==> src/rtl/periplex_arb_pkg.sv <==
// Shared types and helpers for the GPIO packet arbiter.
//   arb_state_t : arbiter FSM encoding (IDLE, ISSUE, GAP)
//   clog2_min1  : index width for a requester count, never below 1 bit
//   STAT_PKT_W / STAT_TO_W : widths of the statistics counters that exist
//                            only when PERIPLEX_ARB_STATS_EN is defined
package periplex_arb_pkg;

    typedef enum logic [1:0] {
        IDLE  = 2'd0,
        ISSUE = 2'd1,
        GAP   = 2'd2
    } arb_state_t;

    localparam int STAT_PKT_W = 16;
    localparam int STAT_TO_W  = 8;

    function automatic int clog2_min1(input int n);
        return (n > 2) ? $clog2(n) : 1;
    endfunction

endpackage

==> src/rtl/gpio_pkt_arbiter_rr_picker.sv <==
// Combinational round-robin picker: picks the first set request strictly
// after ptr_i, wrapping around, so the last winner has lowest priority.
// Ports:
//   req_i  [N]  request vector
//   ptr_i  [W]  index of the previous winner
//   gnt_o  [N]  one-hot grant (zero when nothing requests)
//   idx_o  [W]  index of the granted requester
//   any_o       at least one request is set
module rr_picker #(
    parameter int N = 4,
    parameter int W = 2
) (
    input  logic [N-1:0] req_i,
    input  logic [W-1:0] ptr_i,
    output logic [N-1:0] gnt_o,
    output logic [W-1:0] idx_o,
    output logic         any_o
);

    always_comb begin
        int           c;
        logic [W-1:0] cw;
        c     = 0;
        cw    = '0;
        gnt_o = '0;
        idx_o = '0;
        any_o = 1'b0;
        for (int i = 1; i <= N; i++) begin
            c = int'(ptr_i) + i;
            if (c >= N) c = c - N;
            cw = W'(c);
            if (!any_o && req_i[cw]) begin
                any_o     = 1'b1;
                idx_o     = cw;
                gnt_o[cw] = 1'b1;
            end
        end
    end

endmodule

==> src/rtl/gpio_pkt_arbiter.sv <==
// Round-robin arbiter sharing the GPIO packet write path between NUM_REQ
// requesters, with a forced idle gap after every write strobe and a bounded
// lock for atomic multi-packet sequences.
//
// Ports:
//   clk1, rst_n          clock, synchronous active-low reset
//   req_valid/req_lock   per-requester valid and lock request
//   req_data             packed packets, requester i at slice i
//   req_ready            one-hot accept strobe (combinational)
//   dt_gpio_fifo_full    downstream backpressure, blocks all grants
//   dt_gpio_fifo_enable  one-cycle write strobe
//   dt_gpio_fifo_data    registered packet, held between strobes
//   grant_id             last accepted requester
//   lock_active, busy    lock held / FSM not idle
//   stat_pkt_cnt, stat_lock_to_cnt  only with PERIPLEX_ARB_STATS_EN defined
//
// state | meaning
// IDLE  | arbitrate; accept a packet when eligible and fifo not full
// ISSUE | drive the write strobe for one cycle
// GAP   | hold off GAP_CYCLES cycles so the clock crossing is not overrun
module gpio_pkt_arbiter
    import periplex_arb_pkg::*;
#(
    parameter int NUM_REQ           = 4,
    parameter int DATA_PACKET_WIDTH = 51,
    parameter int GAP_CYCLES        = 2,
    parameter int LOCK_TIMEOUT      = 64
) (
    input  logic                                   clk1,
    input  logic                                   rst_n,
    input  logic [NUM_REQ-1:0]                     req_valid,
    input  logic [NUM_REQ-1:0]                     req_lock,
    input  logic [NUM_REQ*DATA_PACKET_WIDTH-1:0]   req_data,
    output logic [NUM_REQ-1:0]                     req_ready,
    input  logic                                   dt_gpio_fifo_full,
    output logic                                   dt_gpio_fifo_enable,
    output logic [DATA_PACKET_WIDTH-1:0]           dt_gpio_fifo_data,
    output logic [clog2_min1(NUM_REQ)-1:0]         grant_id,
    output logic                                   lock_active,
    output logic                                   busy
`ifdef PERIPLEX_ARB_STATS_EN
    ,
    output logic [STAT_PKT_W-1:0]                  stat_pkt_cnt,
    output logic [STAT_TO_W-1:0]                   stat_lock_to_cnt
`endif
);

    localparam int            GW         = clog2_min1(NUM_REQ);
    localparam logic [3:0]    GAP_LOAD   = 4'((GAP_CYCLES > 0) ? GAP_CYCLES - 1 : 0);
    localparam logic [7:0]    TIMER_LAST = 8'(LOCK_TIMEOUT - 1);

    arb_state_t                   state_q, state_d;
    logic [3:0]                   gap_cnt_q, gap_cnt_d;
    logic [GW-1:0]                rr_ptr_q, gid_q, owner_q;
    logic [DATA_PACKET_WIDTH-1:0] data_q;
    logic                         lock_q;
    logic [7:0]                   timer_q;

    logic [DATA_PACKET_WIDTH-1:0] pkt [NUM_REQ];
    logic [NUM_REQ-1:0]           owner_mask, eligible, pick_gnt;
    logic [GW-1:0]                pick_idx;
    logic                         pick_any, grant_fire;
    logic                         lock_timeout, lock_release, lock_set;

    for (genvar g = 0; g < NUM_REQ; g++) begin : g_pkt
        assign pkt[g] = req_data[g*DATA_PACKET_WIDTH +: DATA_PACKET_WIDTH];
    end

    assign owner_mask = NUM_REQ'(1) << owner_q;
    assign eligible   = lock_q ? (req_valid & owner_mask) : req_valid;

    rr_picker #(.N(NUM_REQ), .W(GW)) u_picker (
        .req_i (eligible),
        .ptr_i (rr_ptr_q),
        .gnt_o (pick_gnt),
        .idx_o (pick_idx),
        .any_o (pick_any)
    );

    // Gating with rst_n keeps req_ready low while reset is asserted.
    assign grant_fire   = rst_n && (state_q == IDLE) && pick_any && !dt_gpio_fifo_full;
    assign lock_timeout = lock_q && (timer_q == TIMER_LAST);
    assign lock_release = lock_q && (!req_lock[owner_q] || lock_timeout);
    assign lock_set     = grant_fire && req_lock[pick_idx] && !lock_q;

    always_ff @(posedge clk1) begin
        if (!rst_n) begin
            state_q   <= IDLE;
            gap_cnt_q <= '0;
        end else begin
            state_q   <= state_d;
            gap_cnt_q <= gap_cnt_d;
        end
    end

    always_comb begin
        state_d   = state_q;
        gap_cnt_d = gap_cnt_q;
        case (state_q)
            IDLE: begin
                if (grant_fire) state_d = ISSUE;
            end
            ISSUE: begin
                if (GAP_CYCLES > 0) begin
                    state_d   = GAP;
                    gap_cnt_d = GAP_LOAD;
                end else begin
                    state_d = IDLE;
                end
            end
            GAP: begin
                if (gap_cnt_q == 4'd0) state_d = IDLE;
                else                   gap_cnt_d = gap_cnt_q - 4'd1;
            end
            default: state_d = IDLE;
        endcase
    end

    always_comb begin
        req_ready           = grant_fire ? pick_gnt : '0;
        dt_gpio_fifo_enable = (state_q == ISSUE);
        busy                = (state_q != IDLE);
    end

    // A grant to the owner in the release cycle still completes; the RR
    // pointer then sits on the owner so fairness resumes from there.
    always_ff @(posedge clk1) begin
        if (!rst_n) begin
            data_q   <= '0;
            gid_q    <= '0;
            rr_ptr_q <= GW'(NUM_REQ - 1);
            lock_q   <= 1'b0;
            owner_q  <= '0;
            timer_q  <= '0;
        end else begin
            if (grant_fire) begin
                data_q   <= pkt[pick_idx];
                gid_q    <= pick_idx;
                rr_ptr_q <= pick_idx;
            end
            if (lock_q) begin
                if (lock_release) begin
                    lock_q  <= 1'b0;
                    timer_q <= '0;
                end else if (timer_q != 8'hFF) begin
                    timer_q <= timer_q + 8'd1;
                end
            end else if (lock_set) begin
                lock_q  <= 1'b1;
                owner_q <= pick_idx;
                timer_q <= '0;
            end
        end
    end

    assign dt_gpio_fifo_data = data_q;
    assign grant_id          = gid_q;
    assign lock_active       = lock_q;

`ifdef PERIPLEX_ARB_STATS_EN
    logic [STAT_PKT_W-1:0] pkt_cnt_q;
    logic [STAT_TO_W-1:0]  to_cnt_q;

    // Only a release the owner did not ask for counts as a timeout.
    always_ff @(posedge clk1) begin
        if (!rst_n) begin
            pkt_cnt_q <= '0;
            to_cnt_q  <= '0;
        end else begin
            if (dt_gpio_fifo_enable && (pkt_cnt_q != '1))
                pkt_cnt_q <= pkt_cnt_q + 1'b1;
            if (lock_timeout && req_lock[owner_q] && (to_cnt_q != '1))
                to_cnt_q <= to_cnt_q + 1'b1;
        end
    end

    assign stat_pkt_cnt     = pkt_cnt_q;
    assign stat_lock_to_cnt = to_cnt_q;
`else
    // Statistics not built: the timeout pulse only drives lock release.
`endif

endmodule

==> config.mk <==
export PLATFORM = sky130hd
export DESIGN_NAME = gpio_pkt_arbiter
export DESIGN_NICKNAME = d
export VERILOG_FILES = /design/src/rtl/periplex_arb_pkg.sv /design/src/rtl/gpio_pkt_arbiter_rr_picker.sv /design/src/rtl/gpio_pkt_arbiter.sv
export SDC_FILE = /design/constraint.sdc
export NUM_CORES = 1
export LEC_CHECK = 0
export CAP_MARGIN = 20
export CORE_MARGIN = 2
export CORE_UTILIZATION = 40
export CTS_CLUSTER_SIZE = 20
export DETAILED_ROUTE_END_ITERATION = 12
export PLACE_DENSITY = 0.83
export SLEW_MARGIN = 10
export SYNTH_ARGS = -nofsm -noshare
export SYNTH_HDL_FRONTEND = slang
export SYNTH_SLANG_ARGS = --single-unit
==> constraint.sdc <==
create_clock -name clk1 -period 3.7 [get_ports clk1]
set_clock_uncertainty 0.2 [all_clocks]
set_input_delay 0.37 -clock clk1 [delete_from_list [all_inputs] [get_ports clk1]]
set_output_delay 0.37 -clock clk1 [all_outputs]
set_load 0.01 [all_outputs]
# ---- After elaboration in Yosys (flattened, before gate mapping)
# Cells that the tools add are included.
dict set report word_totals {
  ff_bits 72
}
dict set report classes {
  add_sub_neg 10
  order_cmp 15
  n_eq_ne 8
  shifts 1
  muxes 53
  bitwise_logic 6
  n_reduce_logical 30
}
# operator count
set op_table {}
lappend op_table {{binary-select mux 51 bit (select 2 bit)} 1}
lappend op_table {{two-way mux 51 bit} 2}
lappend op_table {{two-way mux 8 bit} 4}
lappend op_table {{two-way mux 4 bit} 7}
lappend op_table {{two-way mux 2 bit} 10}
lappend op_table {{< comparator 2 x 3 -> 1 bit, second input constant} 6}
lappend op_table {{two-way mux 1 bit} 17}
lappend op_table {{logical AND 1 bit} 14}
lappend op_table {{binary-select mux 1 bit (select 2 bit)} 6}
lappend op_table {{>= comparator 3 bit, second input constant} 4}
lappend op_table {{bitwise OR 4 bit} 3}
lappend op_table {{adder 8 x 1 -> 8 bit, second input constant} 1}
lappend op_table {{demux 1 bit (select 2 bit)} 4}
lappend op_table {{== test 8 x 6 -> 1 bit, second input constant} 1}
lappend op_table {{>= comparator 2 x 1 -> 1 bit, second input constant} 4}
lappend op_table {{!= test 8 bit, second input constant} 1}
lappend op_table {{case mux 4 bit (2 select lines)} 1}
lappend op_table {{AND reduction 2 bit} 4}
lappend op_table {{subtractor 2 x 1 -> 2 bit, second input constant} 4}
lappend op_table {{adder 2 x 2 -> 3 bit, second input constant} 2}
lappend op_table {{logical NOT 1 bit} 6}
lappend op_table {{!= test 2 bit, second input constant} 3}
lappend op_table {{case mux 2 bit (3 select lines)} 1}
lappend op_table {{nonzero test 2 bit} 3}
lappend op_table {{other kinds (14)} 14}

# ---- Logic depth before layout (Yosys ltp)
dict set report depth {
  depth_word 21
  ltp_mapped 12
}

# ---- Modules after synthesis
# From an unflattened synthesis, not the netlist that was laid out.
dict set report unflattened {
  hier_cells 487
  hier_area_um2 4616.9
}
# mod instances cells_per_inst area_per_inst_um2
set by_module_without_submodules {}
lappend by_module_without_submodules {gpio_pkt_arbiter 1 419 4091.4}
lappend by_module_without_submodules {rr_picker 1 68 525.5}

# ---- Least setup slack after synthesis
# OpenSTA, ideal clock, no wires.
dict set report synth_path {
  path_kind {reg2reg}
  startpoint {register rr_ptr_q[0]}
  endpoint {register data_q[0] (netlist: dt_gpio_fifo_data[0])}
  arrival_time_ps 2601
  required_ps 3421
  setup_slack_ps 820
  path_stages_with_launch 12
  n_path_buf 3
  path_cell_list {dfxtp_1 > buf_2 > inv_2 > ha_1 > mux4_2 > nor2_4 > or3_1 > buf_2 > nand2_4 > buf_2 > mux2_2 > o211ai_1}
}
dict set report synth_via {
  elab_chain_cells 19
}
# item line
set synth_lines {}
lappend synth_lines {{start, declared} gpio_pkt_arbiter.sv:54} ;# logic [GW-1:0] rr_ptr_q, gid_q, owner_q;
lappend synth_lines {{start signal, assigned} gpio_pkt_arbiter.sv:131} ;# rr_ptr_q <= GW'(NUM_REQ - 1);
lappend synth_lines {{start signal, assigned} gpio_pkt_arbiter.sv:139} ;# rr_ptr_q <= pick_idx;
lappend synth_lines {{adder 2 x 1 -> 3 bit} gpio_pkt_arbiter_rr_picker.sv:29} ;# c = int'(ptr_i) + i;
lappend synth_lines {{>= comparator 3 bit or subtractor 2 x 1 -> 2 bit (tied branches)} gpio_pkt_arbiter_rr_picker.sv:30} ;# if (c >= N) c = c - N;
lappend synth_lines {{two-way mux 2 bit} gpio_pkt_arbiter_rr_picker.sv:30}
lappend synth_lines {{binary-select mux 1 bit (select 2 bit)} gpio_pkt_arbiter_rr_picker.sv:32} ;# if (!any_o && req_i[cw]) begin
lappend synth_lines {{two-way mux 1 bit (implied by the code)} gpio_pkt_arbiter_rr_picker.sv:32}
lappend synth_lines {{two-way mux 1 bit} gpio_pkt_arbiter_rr_picker.sv:32}
lappend synth_lines {{logical NOT 1 bit} gpio_pkt_arbiter_rr_picker.sv:32}
lappend synth_lines {{logical AND 1 bit} gpio_pkt_arbiter_rr_picker.sv:32}
lappend synth_lines {{[2 not listed]} --}
lappend synth_lines {{logical AND 1 bit} gpio_pkt_arbiter_rr_picker.sv:32}
lappend synth_lines {{two-way mux 1 bit} gpio_pkt_arbiter_rr_picker.sv:32}
lappend synth_lines {{logical NOT 1 bit} gpio_pkt_arbiter_rr_picker.sv:32}
lappend synth_lines {{logical AND 1 bit} gpio_pkt_arbiter_rr_picker.sv:32}
lappend synth_lines {{two-way mux 2 bit} gpio_pkt_arbiter_rr_picker.sv:32}
lappend synth_lines {{NOT 2 -> 3 bit (implied by the code)} gpio_pkt_arbiter.sv:137} ;# data_q <= pkt[pick_idx];
lappend synth_lines {{binary-select mux 51 bit (select 2 bit)} gpio_pkt_arbiter.sv:137}
lappend synth_lines {{two-way mux 51 bit (implied by the code) (2 in a row)} gpio_pkt_arbiter.sv:137}
lappend synth_lines {{end signal, assigned} gpio_pkt_arbiter.sv:137}
lappend synth_lines {{end, declared} gpio_pkt_arbiter.sv:55} ;# logic [DATA_PACKET_WIDTH-1:0] data_q;
# Several ways; a longest one is shown, not always the timed one. The select of a mux whose other input is x is not followed.
# A chain may end at the register's enable or synchronous reset.

# ---- Worst setup path after layout
dict set report layout_path {
  startpoint {register rr_ptr_q[1]}
  endpoint {output req_ready[2]}
}
dict set report layout_via {
  elab_chain_cells 18
}
# item line
set layout_lines {}
lappend layout_lines {{branches (longest 17 deep; another with adder 2 x 1 -> 3 bit)} --}
lappend layout_lines {{two-way mux 4 bit (*)} gpio_pkt_arbiter.sv:120} ;# req_ready = grant_fire ? pick_gnt : '0;
lappend layout_lines {{end, declared} gpio_pkt_arbiter.sv:34} ;# output logic [NUM_REQ-1:0] req_ready,
# Mark *: on every way between the ends. The select of a mux whose other input is x is not followed.

==> metrics.md <==
| Metric | Value |
|---|---|
| Run status | complete, no violations |
| Vias in the first global route | 5808 |
| Top-count cell post-synth | nand2_1 |
| Initial antenna violation count | 0 |
| Pwr Total | 4350 µW |
| Slowest cell on the critical path | clkdlybuf4s50_1 |
| Sequential-to-total area share from yosys stat | 0.292 |
| Synth top cells by count | nand2_1, dfxtp_1, mux2i_1, o211ai_1, mux2_1 |
| Worst-margin pin slew | 691 ps |
| CP Capture Type | output port |
| Cells after DPL | 1002 |
| Initial Utilization | 0.411 |
| Final hold slack | 266 ps |
| Worst R2R Setup Slack | 350 ps |
| Reg-to-Reg Start | rr_ptr_q[1]$_SDFFE_PN1P_ |
| Area leader, netlist | dfxtp_1 |
| Synthesis-to-finish area growth | 66.7% |
| Critical Path RT | 3130 ps |
| Cell variety after synth | 58 |
| Fill count | 902 |
| Mapped Area | 0.00494 mm² |
| Synthesized flop and latch total | 72 |
| I/O pins | 275 |
| Endpoints failing hold | 0 |
| Synth warn | 0 |
| First-pass GRT wire length | 28.7 mm |
| Setup_tns | 0 ps |
| Die Width | 115 µm |
| Synth Flop Type | dfxtp_1 |
| Final non-filler cell total | 1021 |
| Crit path cell chain | inv_1 -> ha_1 -> or3_1 -> a21boi_1 -> nand2_1 -> a21oi_1 -> clkdlybuf4s50_1 |
| Synth top area share | 0.292 |
| ANT cells | 0 |
| Worst skew pair latency | 330 ps |
| TritonCTS Buffers | 9 |
| Number of synthesized flops with an enable pin | 0 |
| Synthesized Nets | 827 |
| Drt pass-1 iters | 5 |
| Critical path class | reg2out |
| Max-Cap Viols | 0 |
| Relative slew slack | 0.536 |
| DRT iter0 DRCs | 369 |
| GR Overflow Total | 0 |
| # clock sinks | 72 |
| RD Place Congestion | 0.911 |
| Maximum vdd drop | 243 µV |
| Crit path max fanout | 8 |
| CP top delay family | buffers and inverters |
| H-tree depth | 3 |
| Die area | 0.0133 mm² |
| Final HPWL DP | 13.9 mm |
| Die Y | 115 µm |
| Nets | 1095 |
| FFs w/ async S/R, synth | 0 |
| LEAKAGE | 0.00292 µW |
| Routed WL | 18.1 mm |
| Routed WL per cell | 17.8 µm |
| Avg Inst Size Synth | 8.21 µm² |
| Crit path launch type | flop |
| Slowest stage delay, CP | 550 ps |
| Max frequency | 283 MHz |
| Worst path bufs/invs | 2 |
| Worst min path class | reg2reg |
| DR DRC count | 0 |
| Gr usage total | 0.273 |
| Mapped Cells | 602 |
| Longest Clk Path Bufs | 2 |
| CTS tree | done |
| Rows | 40 |
| Vias | 5636 |
| Number of routed nets with antenna violations | 0 |
| Unrepaired setup endpoints after global routing | false |
| Synth area leaders | dfxtp_1, nand2_1, mux2i_1, o211ai_1, mux2_1 |
| Power per cell area | 528 mW/mm² |
| Post-CTS Hold Fix Bufs | 0 |
| Port Buf Inserts | 274 |
| Worst-path clk slew | 50 ps |
| Largest net degree at the start of global routing | 60 |
| Crit path DAT | 2960 ps |
| Root Driver | clkbuf_16 |
| Tmin final | 3530 ps |
| Vias per inst | 5.52 |
| Worst setup startpoint | rr_ptr_q[1]$_SDFFE_PN1P_ |
| Slew Viols, Final | 0 |
| Final cycle utilization of the critical path | 0.955 |
| Hold Crit Start | gap_cnt_q[3]$_SDFFE_PN0P_ |
| Total core area | 0.0120 mm² |
| Layout cell share with drive strength beyond 1 | 0.0892 |
| Endpoints failing setup | 0 |
[layout make-up]
| class | count | area (µm²) | area share |
|---|---|---|---|
| well taps | 147 | 184 | 0.0223 |
| inverters | 14 | 52.6 | 0.00638 |
| flip-flops and latches | 72 | 1440 | 0.175 |
| multi-input cells | 477 | 3290 | 0.400 |
| repair buffers | 296 | 2960 | 0.359 |
| clock inverters | 2 | 37.5 | 0.00456 |
| clock buffers | 13 | 270 | 0.0328 |
[cells by family after synthesis]
kind of cell | after synthesis | share of synthesized area
buffers and inverters | 53 | 0.0501
adder cells (fa/ha/maj) | 10 | 0.0253
multiplexers | 109 | 0.242
flip-flops | 72 | 0.292
AND/OR/NAND/NOR | 227 | 0.195
AO/OA/AOI/OAI | 131 | 0.196
[cell usage in the layout, fill, tap and decap left out, drive strengths merged, types with 14 or more instances in the layout]
| cell | instances |
|---|---|
| mux2i | 60 |
| mux2 | 46 |
| nand3 | 17 |
| buf | 22 |
| o21ai | 18 |
| nor2 | 16 |
| inv | 14 |
| dfxtp | 72 |
| a21oi | 18 |
| clkdlybuf4s50 | 274 |
| nand2 | 165 |
| o211ai | 53 |
[worst reg2reg max path, stage by stage, from the launching register on]
cell and delay, ps:
dfxtp_1 480, inv_1 210, ha_1 380, mux4_2 360, nor2_4 100, buf_4 140, or3_1 370, nand2_4 230
buf_4 290, mux2i_1 330, o211ai_1 130
[registers in the layout, indices dropped and copies added (netlist names)]
register / flops
state_q: 2
grant_id: 2
gap_cnt_q: 4
owner_q: 2
rr_ptr_q: 2
timer_q: 8
lock_active: 1
dt_gpio_fifo_data: 51
[metrics by stage]
stage | setup slack [ps] | utilization | cell area [µm²]
CTS | 37.9 | 0.682 | 8190
floorplan | 820 | - | 4940
global placement | 382 | 0.656 | 7880
finish | 167 | 0.686 | 8240
global route | 56.8 | 0.686 | 8240
detailed placement | 320 | 0.656 | 7880
[path summary, 6_finish.rpt]
check                                      endpoint  depth (start not counted)
hold reg to reg           gap_cnt_q[3]$_SDFFE_PN0P_                          1
setup reg to reg  dt_gpio_fifo_data[1]$_SDFFE_PN0P_                         10
hold / removal            gap_cnt_q[3]$_SDFFE_PN0P_                          1
setup / recovery                       req_ready[2]                          7
[power breakdown]
group | total, µW | switching (µW) | internal (µW)
Clock | 901 | 327 | 574
Combinational | 2310 | 1100 | 1210
Sequential | 1130 | 141 | 992
Total | 4350 | 1570 | 2780
[routing by layer]
metal | up-vias | wire length [µm] | track usage
met5 | - | 0 | 0
met4 | 0 | 515 | 0.105
met3 | 44 | 1340 | 0.0654
met2 | 264 | 9290 | 0.477
met1 | 2631 | 7000 | 0.323
li1 | 2697 | - | -
[repair_timing]
item	in CTS	in global routing
endpoints found under the setup margin	0	4
gates resized for setup	0	6
setup buffers	0	4
No activity file was read; power rests on OpenSTA's default activity.
